**src/rtl/fpga_exit_blinker.sv**
```systemverilog
// Captures the MCU exit status and shows it on board LEDs: pass/fail/done
// lamps plus a code LED that repeatedly blinks the low bits of the exit value.
module fpga_exit_blinker #(
  parameter int unsigned BLINK_ON_CYCLES  = 25_000_000,
  parameter int unsigned BLINK_OFF_CYCLES = 25_000_000,
  parameter int unsigned GAP_CYCLES       = 100_000_000,
  parameter int unsigned CODE_BITS        = 4
) (
  input  logic        clk_i,
  input  logic        rst_ni,
  input  logic        exit_valid_i,
  input  logic [31:0] exit_value_i,
  output logic        done_led_o,
  output logic        pass_led_o,
  output logic        fail_led_o,
  output logic        code_led_o,
  output logic [31:0] code_o
);

  localparam int unsigned MAX_A   = (BLINK_ON_CYCLES > BLINK_OFF_CYCLES) ?
                                    BLINK_ON_CYCLES : BLINK_OFF_CYCLES;
  localparam int unsigned MAX_CYC = (MAX_A > GAP_CYCLES) ? MAX_A : GAP_CYCLES;
  // Timer only ever reaches MAX_CYC-1, so $clog2 bits suffice; keep at least one bit.
  localparam int unsigned TW      = (MAX_CYC > 1) ? $clog2(MAX_CYC) : 1;
  localparam int unsigned CW      = CODE_BITS;

  localparam logic [TW-1:0] ON_LAST  = TW'(BLINK_ON_CYCLES - 1);
  localparam logic [TW-1:0] OFF_LAST = TW'(BLINK_OFF_CYCLES - 1);
  localparam logic [TW-1:0] GAP_LAST = TW'(GAP_CYCLES - 1);

  localparam logic [2:0] S_IDLE   = 3'd0;
  localparam logic [2:0] S_PASS   = 3'd1;
  localparam logic [2:0] S_STEADY = 3'd2;
  localparam logic [2:0] S_ON     = 3'd3;
  localparam logic [2:0] S_OFF    = 3'd4;
  localparam logic [2:0] S_GAP    = 3'd5;

  logic [2:0]    state_q, state_d;
  logic          valid_q, valid_d;
  logic [TW-1:0] timer_q, timer_d;
  logic [CW-1:0] bcnt_q, bcnt_d;
  logic [CW-1:0] n_q, n_d;
  logic [31:0]   code_q, code_d;
  logic          done_led_q, done_led_d;
  logic          pass_led_q, pass_led_d;
  logic          fail_led_q, fail_led_d;
  logic          code_led_q, code_led_d;
  logic          capture;

  // Next-state logic; a capture overrides any timer expiry on the same edge.
  always_comb begin
    state_d = state_q;
    valid_d = exit_valid_i;
    timer_d = timer_q;
    bcnt_d  = bcnt_q;
    n_d     = n_q;
    code_d  = code_q;
    capture = exit_valid_i && !valid_q;

    if (capture) begin
      code_d  = exit_value_i;
      n_d     = exit_value_i[CW-1:0];
      timer_d = '0;
      if (exit_value_i == 32'd0) begin
        state_d = S_PASS;
      end else if (exit_value_i[CW-1:0] == '0) begin
        state_d = S_STEADY;
      end else begin
        state_d = S_ON;
        bcnt_d  = CW'(1);
      end
    end else begin
      case (state_q)
        S_ON: begin
          if (timer_q == ON_LAST) begin
            state_d = S_OFF;
            timer_d = '0;
          end else begin
            timer_d = timer_q + TW'(1);
          end
        end
        S_OFF: begin
          if (timer_q == OFF_LAST) begin
            timer_d = '0;
            if (bcnt_q < n_q) begin
              state_d = S_ON;
              bcnt_d  = bcnt_q + CW'(1);
            end else begin
              state_d = S_GAP;
            end
          end else begin
            timer_d = timer_q + TW'(1);
          end
        end
        S_GAP: begin
          if (timer_q == GAP_LAST) begin
            state_d = S_ON;
            timer_d = '0;
            bcnt_d  = CW'(1);
          end else begin
            timer_d = timer_q + TW'(1);
          end
        end
        S_IDLE, S_PASS, S_STEADY: begin
          state_d = state_q;
        end
        default: begin
          state_d = S_IDLE;
          timer_d = '0;
        end
      endcase
    end

    // LEDs are decoded from the next state so they line up with it after the edge.
    done_led_d = (state_d != S_IDLE);
    pass_led_d = (state_d == S_PASS);
    fail_led_d = (state_d == S_STEADY) || (state_d == S_ON) ||
                 (state_d == S_OFF)    || (state_d == S_GAP);
    code_led_d = (state_d == S_ON) || (state_d == S_STEADY);
  end

  always_ff @(posedge clk_i or negedge rst_ni) begin
    if (!rst_ni) begin
      state_q    <= S_IDLE;
      valid_q    <= 1'b0;
      timer_q    <= '0;
      bcnt_q     <= '0;
      n_q        <= '0;
      code_q     <= '0;
      done_led_q <= 1'b0;
      pass_led_q <= 1'b0;
      fail_led_q <= 1'b0;
      code_led_q <= 1'b0;
    end else begin
      state_q    <= state_d;
      valid_q    <= valid_d;
      timer_q    <= timer_d;
      bcnt_q     <= bcnt_d;
      n_q        <= n_d;
      code_q     <= code_d;
      done_led_q <= done_led_d;
      pass_led_q <= pass_led_d;
      fail_led_q <= fail_led_d;
      code_led_q <= code_led_d;
    end
  end

  assign done_led_o = done_led_q;
  assign pass_led_o = pass_led_q;
  assign fail_led_o = fail_led_q;
  assign code_led_o = code_led_q;
  assign code_o     = code_q;

endmodule

```
**config.mk**
```make
export PLATFORM = sky130hd
export DESIGN_NAME = fpga_exit_blinker
export DESIGN_NICKNAME = d
export VERILOG_FILES = /design/src/rtl/fpga_exit_blinker.sv
export SDC_FILE = /design/constraint.sdc
export NUM_CORES = 1
export LEC_CHECK = 0
export ABC_AREA = 0
export CAP_MARGIN = 15
export CORE_ASPECT_RATIO = 1.25
export CORE_MARGIN = 3
export CORE_UTILIZATION = 35
export DETAILED_ROUTE_END_ITERATION = 12
export PLACE_DENSITY = 0.69
export SETUP_SLACK_MARGIN = 0.3
export SYNTH_ARGS = -nofsm -noshare
export SYNTH_HDL_FRONTEND = slang
export SYNTH_SLANG_ARGS = --single-unit
```
**constraint.sdc**
```tcl
create_clock -name clk_i -period 3.5 [get_ports clk_i]
set_clock_uncertainty 0.1 [all_clocks]
set_input_delay 0.35 -clock clk_i [delete_from_list [all_inputs] [get_ports clk_i]]
set_output_delay 0.35 -clock clk_i [all_outputs]
set_load 0.03 [all_outputs]
```
* After elaboration in Yosys (flattened, before gate mapping)
Index checks and enable logic that the tools add are counted.
** Storage, ports and cells
- Bits in registers :: 75
- Input bits :: 35
- Output and inout bits :: 36
- Logic and storage cells :: 63
** Operators by class
- Add/subtract/negate cells :: 2
- Magnitude comparators :: 1
- Equal/unequal tests :: 18
- Muxes and demuxes :: 19
- Reductions and logical operators :: 13
** Operator list (count)
- $mux W27 :: 3
- $pmux W27 S3 :: 1
- $logic_not A32 Y1 :: 1
- $add A27 B1 Y27 const B :: 1
- $eq A27 B25 Y1 const B :: 1
- $eq A27 B27 Y1 const B :: 1
- $mux W4 :: 6
- $mux W3 :: 5
- $eq A3 B2 Y1 const B :: 4
- $eq A3 B3 Y1 const B :: 4
- $pmux W3 S4 :: 1
- $ne A3 B3 Y1 const B :: 3
- $pmux W4 S2 :: 1
- $eq A3 B1 Y1 const B :: 2
- $ne A2 B2 Y1 const B :: 3
- $reduce_and A6 Y1 :: 1
- $reduce_bool A3 Y1 :: 2
- $add A4 B1 Y4 const B :: 1
- $logic_not A4 Y1 :: 1
- $lt A4 B4 Y1 :: 1
- $logic_not A3 Y1 :: 1
- $logic_or A1 B1 Y1 :: 3
- $reduce_or A3 Y1 :: 1
- $mux W2 :: 1
- other kinds (4) :: 4

* Longest topological paths before layout
Gate-level depths: netlist of the first run.
- Word-level depth :: 9
- Gate-level depth with buffers :: 10
- Gate-level depth less buffers :: 7

* Least setup slack after synthesis of the first run
OpenSTA, ideal clock, no wires.
- Path type :: flip-flop to flip-flop
- Start :: reg timer_q[0]
- End :: reg timer_q[23]
- Setup time :: 0.069 ns
- Arrival time :: 2.093 ns
- Required time :: 3.331 ns
- Path slack :: 1.238 ns
- Stages on the path, launching flop included :: 10
- Path buffers :: 2
- Period minus slack after synthesis :: 2.262 ns
- Cell sequence :: dfrtp_1 > ha_1 > and3_1 > buf_2 > and4_1 > a211oi_1 > a41oi_2 > buf_2 > or3_1 > nand3_1
** On the way
- Word-level cells in the longest chain between the ends :: 4
- Elaborated cells on any way between the ends :: 7
- Classes of those cells :: add/sub (1); eq/ne (2); mux (4)
** Ends and longest elaborated chain
- start, declared :: line 40 : logic [TW-1:0] timer_q, timer_d;
- start signal, assigned :: line 137 : timer_q <= timer_d;
- $add A27 B1 Y27, or another cell as far along :: line 79, 92, 101
- $mux W27 (on tied branches) :: line 96, 75, 83
- $pmux W27 S3 (*) :: line 73 : case (state_q)
- $mux W27 (*) :: line 60 : if (capture) begin
Every way passes the cells marked *; elsewhere a longest branch is shown, timed or not.
A chain may end at the register's enable or synchronous reset.

* Worst setup path in the final report of the first run
- Start :: reg timer_q[0]
- End :: reg timer_q[22]
Same word-level chain as after synthesis.

==> results of run 1 <==
## state kept, by name, summed over array words and instances, names as in the netlist, 3 cells and up
| name | flops |
|---|---|
| n_q | 3 |
| timer_q | 27 |
| code_o | 29 |
| state_q | 3 |
| bcnt_q | 4 |
## cell type report
type | instances | area (µm²) | area share
Clock buffer | 9 | 225 | 0.0471
Clock inverter | 7 | 120 | 0.0251
Inverter | 14 | 52.6 | 0.0110
Multi-Input combinational cell | 302 | 1700 | 0.356
Sequential cell | 71 | 1780 | 0.371
Tap cell | 126 | 158 | 0.0330
Timing Repair Buffer | 77 | 748 | 0.156
## layer usage
layer	GRT usage	wire (µm)	up-vias
met5	0	0	-
met4	0.0992	247	0
met3	0.0198	205	19
met2	0.281	5060	56
met1	0.207	4000	1529
li1	-	-	1578
## path summary, 6_finish.rpt
check,end,cells after the start,slack [ps]
worst min register to register,code_o[18],2,380
max in group asynchronous,code_o[28],2,2520
min in group clk_i,code_o[18],2,380
worst min-delay path,timer_q[2],1,10
worst max register to register,timer_q[22],7,760
worst max-delay path,timer_q[22],7,760
## placed cells by master (no fill, tap or decap), drive strengths merged, types with 3 or more instances in the layout
master	netlist	routed
nand2	106	106
dfrtp	71	71
clkdlybuf4s50	0	69
o21ai	25	25
nand3	20	20
a21oi	18	18
inv	14	15
nor2	15	15
or3	13	13
nor4	13	13
nand4	11	11
nor3	10	10
clkbuf	8	9
buf	8	8
a31oi	6	6
nand2b	5	5
and3	5	5
a21o	5	5
ha	5	5
and4	4	4
nor3b	3	3
xnor2	3	3
a22o	3	3
bufinv	0	3
nor2b	3	3
## logic make-up after synthesis
group / after synthesis
AND/OR/NAND/NOR: 219
buffers and inverters: 30
flip-flops: 71
multiplexers: 1
XOR/XNOR: 4
AO/OA/AOI/OAI: 73
adder cells (fa/ha/maj): 5
## report_power, final
| part | internal (mW) | switching, mW | leakage (nW) | total (mW) |
|---|---|---|---|---|
| registers | 0.886 | 0.0457 | 0.903 | 0.931 |
| clock network | 0.698 | 0.359 | 0.166 | 1.06 |
| logic | 0.167 | 0.233 | 1.03 | 0.400 |
## critical path, cell delays in order, from the launching register on
cell and delay (ps):
dfrtp_1 410, ha_1 240, and3_1 270, and4_1 270
a211oi_1 370, a41o_1 610, o21ai_0 180, a31oi_1 210
## through the flow
step                      worst slack (ps)  cell area, µm²  instances   util
final                                  761            4780        606  0.488
after floorplan                       1240            3610        403      -
after global placement                 858            4440        590  0.452
after CTS                              761            4780        606  0.488
after detailed placement               796            4440        590  0.452
after global routing                   523            4780        606  0.488
==> impl_metrics.tcl, run 1 <==
set metrics [dict create \
    status "completed" \
    area_growth_pct 32.6 \
    synth_xor_xnor_area_share 0.00971 \
    insertion_delay_ps 330 \
    cp-start-kind "flop" \
    synth_common_cells "nand2_1, dfrtp_1, o21ai_0" \
    synth_simple_gate_area_frac 0.307 \
    power_mw 2.39 \
    wl_per_cell_um 15.7 \
    viasPerCell 5.25 \
    cts_tree "done" \
    clock-sinks 71 \
    grt_use_total 0.167 \
    avgSynthCellArea_um2 8.95 \
    cts_max_path_buffers 2 \
    synth_fa_ha_area_frac 0.0173 \
    placementRows 40 \
    synth_top_family_by_area "simple AND/OR/NAND/NOR gates" \
    die_w_um 96.8 \
    ios 71 \
    period_share 0.783 \
    required_ps 3650 \
    hold_ws_ps 13.1 \
    peakVddDrop_uv 213 \
    vias 3182 \
    die_height_um 120 \
    ys_types 54 \
    max_freq_mhz 365 \
    rr_startpoint "timer_q[0]" \
    crit_type "reg -> reg" \
    dieArea_mm2 0.0116 \
    grt_pass1_vias 3140 \
    nets 515 \
    wirelength_um 9510 \
    drt_first_pass_iters 5 \
    synth_top_flop_cell "dfrtp_1" \
    finalCriticalPeriod_ps 2740 \
    drv_slew 0 \
    p_per_area_mw_per_mm2 499 \
    htreeDepth 3 \
    cts_root_buf "clkbuf_16" \
    drc 0 \
    end_kind "flop" \
    arrival_ps 2890 \
    yosysTopAreaCell "dfrtp_1" \
    setup_tns_ps 0 \
    syn_area_mm2 0.00361 \
    synth-compound-area-share 0.135 \
    dpl.hpwl_um 7020 \
    postRouteAntennaNets 0 \
    rsz0062_at_grt "false" \
    synth_top_area_frac 0.492 \
    first_iter_violations 189 \
    synthMuxAreaShare 0.00277 \
    gp_congestion 0.878 \
    cts_resized 0 \
    drive_gt1_frac 0.0729 \
    p_leak_nw 2.10 \
    cp-startpoint "timer_q[0]" \
    grt_first_pass_wirelength_um 15700 \
    worst_slew_pin_slew_ps 820 \
    yosysWarnings 0 \
    synth_area_leaders "dfrtp_1, nand2_1, o21ai_0" \
    min-delay-path-class "in -> async" \
    numCtsBuffers 9 \
    numPortBuffers 70 \
    setup_viol 0 \
    start_util 0.368 \
    synth.most_common_cell "nand2_1" \
    grt_antenna_before_repair 0 \
    postCtsSetupBuffers 0 \
    synth-seq-cells 71 \
    cap_violations 0 \
    async_reset_ff_frac 1.00 \
    fillers 917 \
    grt_start_max_net_pins 37 \
    postCtsHoldBufs 0 \
    slew-limit-headroom 0.453 \
    synth-seq-area-share 0.492 \
    insertedDiodeCount 0 \
    synth_edf_count 0 \
    crit_path_max_fanout 18 \
    grt_overflow 0 \
    path_clk_slew_ps 60 \
    synth_nets 443 \
    synth_cells 403 \
    coreArea_mm2 0.00981 \
    hold_violations 0 \
]
Power figures use the tool's default switching activity.
==> inputs of run 2 (changes only) <==
Clock period 3.5 ns to 2.72 ns, I/O delays scaled along.
==> impl_metrics.tcl, run 2 (same netlist as run 1, synthesis figures left out) <==
set metrics [dict create \
    ios 71 \
    crit_type "reg -> reg" \
    fillers 889 \
    slew-limit-headroom 0.537 \
    mostFrequentLayoutCell "nand2_1" \
    hold_path_end "valid_q" \
    dpl.hpwl_um 6970 \
    cts_max_path_buffers 2 \
    required_ps 2840 \
    reg2reg_slack_ps 280 \
    postRouteAntennaNets 0 \
    clock-sinks 71 \
    holdPathStages 1 \
    mostFrequentLayoutCells "nand2_1, dfrtp_1, clkdlybuf4s50_1" \
    max_freq_mhz 410 \
    crit_chain "or3_4 -> nor4_4 -> buf_4 -> a211oi_4 -> a41oi_2 -> buf_6 -> buf_12 -> o21ai_0 -> a21o_1" \
    cts_root_buf "clkbuf_16" \
    largest_reg_flops 29 \
    slowest_stage "dfrtp_2" \
    htreeDepth 3 \
    drc 0 \
    drt_first_pass_iters 5 \
    numPortBuffers 70 \
    grt_use_total 0.166 \
    insertedDiodeCount 0 \
    coreArea_mm2 0.00981 \
    layout.cells.non_filler 622 \
    period_share 0.898 \
    p_leak_nw 2.18 \
    cp-start-kind "flop" \
    timing.rr.end "timer_q[7]" \
    grt_pass1_vias 3246 \
    first_iter_violations 232 \
    grt_first_pass_wirelength_um 15900 \
    dieArea_mm2 0.0116 \
    drv_slew 0 \
    hold_start "exit_valid_i" \
    insertion_delay_ps 330 \
    viasPerCell 5.40 \
    setup_viol 0 \
    worst_slew_pin_slew_ps 695 \
    status "completed" \
    rsz0062_at_grt "true" \
    drive_gt1_frac 0.123 \
    vias 3358 \
    die_height_um 120 \
    critPathMaxStageDelay_ps 430 \
    setup_tns_ps 0 \
    p_per_area_mw_per_mm2 622 \
    hold_violations 0 \
    path_clk_slew_ps 60 \
    placementRows 40 \
    end_kind "flop" \
    wl_per_cell_um 15.8 \
    grt_antenna_before_repair 0 \
    worstRegToRegCells 9 \
    peakVddDrop_uv 348 \
    area_growth_pct 38.2 \
    final_area_mm2 0.00499 \
    die_w_um 96.8 \
    dpl_cell_area_mm2 0.00447 \
    wirelength_um 9830 \
    nets 531 \
    dp.cells 592 \
    arrival_ps 2560 \
    start_util 0.368 \
    grt_start_max_net_pins 44 \
    grt_overflow 0 \
    min-delay-path-class "in -> reg" \
    crit_path_max_fanout 6 \
    finalCriticalPeriod_ps 2440 \
    cap_violations 0 \
    gp_congestion 0.897 \
    rr_startpoint "timer_q[15]" \
    cts_tree "done" \
    numCtsBuffers 9 \
]
==> run 2: cell types whose count changed in the layout (fill, tap and decap cells not counted), moves of 2 or more <==
cell	before	now
buf_12	0	2
buf_4	7	16
buf_6	0	3
dfrtp_1	71	69
dfrtp_2	0	2
nor3_1	10	7
nor3_2	0	3
==> run 2: stage by stage <==
| stage | hold WS (ps) | setup WS [ps] | utilization | power (mW) |
|---|---|---|---|---|
| after global placement | 244 | 397 | 0.455 | 1.73 |
| after detailed placement | 256 | 313 | 0.455 | 1.74 |
| final | 338 | 279 | 0.508 | 3.10 |
| after floorplan | -124 | 458 | - | 1.48 |
| after global routing | 355 | 195 | 0.508 | 3.24 |
| after CTS | 335 | 327 | 0.492 | 3.11 |
==> run 2: worst max-delay path by stage <==
stage,start,endpoint,slack (ps),depth (start not counted)
6_report,timer_q[15],timer_q[7],280,9
5_1_grt,timer_q[15],timer_q[7],190,9
4_1_cts,timer_q[0],timer_q[7],330,8
3_5_place_dp,timer_q[0],timer_q[12],310,8
3_3_place_gp,exit_value_i[19],done_led_o,400,7
2_1_floorplan,timer_q[0],timer_q[23],460,9
==> run 2: where the power goes <==
part | internal [mW] | leakage (nW) | switching [mW]
sequential | 1.14 | 0.899 | 0.0583
combinational | 0.242 | 1.12 | 0.312
clock | 0.898 | 0.166 | 0.452
total | 2.28 | 2.18 | 0.823
==> run 2: what timing repair did <==
action | 4_1_cts | 5_1_grt
endpoints found under the setup margin | 1 | 31
resized for setup | 1 | 20
cloned | 0 | 2
endpoints found under the hold margin | 28 | 0
hold buffers | 1 | 0
pin swaps | 0 | 10
buffers inserted | 0 | 11
==> run 2: worst max-delay path: cells and delay by family, from the launching register on <==
kind | cells | cell delay [ps]
buffers and inverters | 3 | 450
AOI/OAI and AO/OA | 4 | 610
and+or+nand+nor | 2 | 750
DFF | 1 | 430
==> run 2: layer usage <==
layer | part of all wire | global-route usage
met2 | 0.53 | 0.288
met1 | 0.40 | 0.205
met3 | 0.040 | 0.0192
met4 | 0.029 | 0.0825
met5 | 0 | 0
==> run 2: layout make-up <==
cell class | instances | area [µm²] | area share
clock buffer | 9 | 225 | 0.0452
inverter | 14 | 52.6 | 0.0105
sequential | 71 | 1780 | 0.357
multi-input combinational | 302 | 1750 | 0.350
tap | 126 | 158 | 0.0316
timing repair buffer | 93 | 905 | 0.181
clock inverter | 7 | 120 | 0.0241
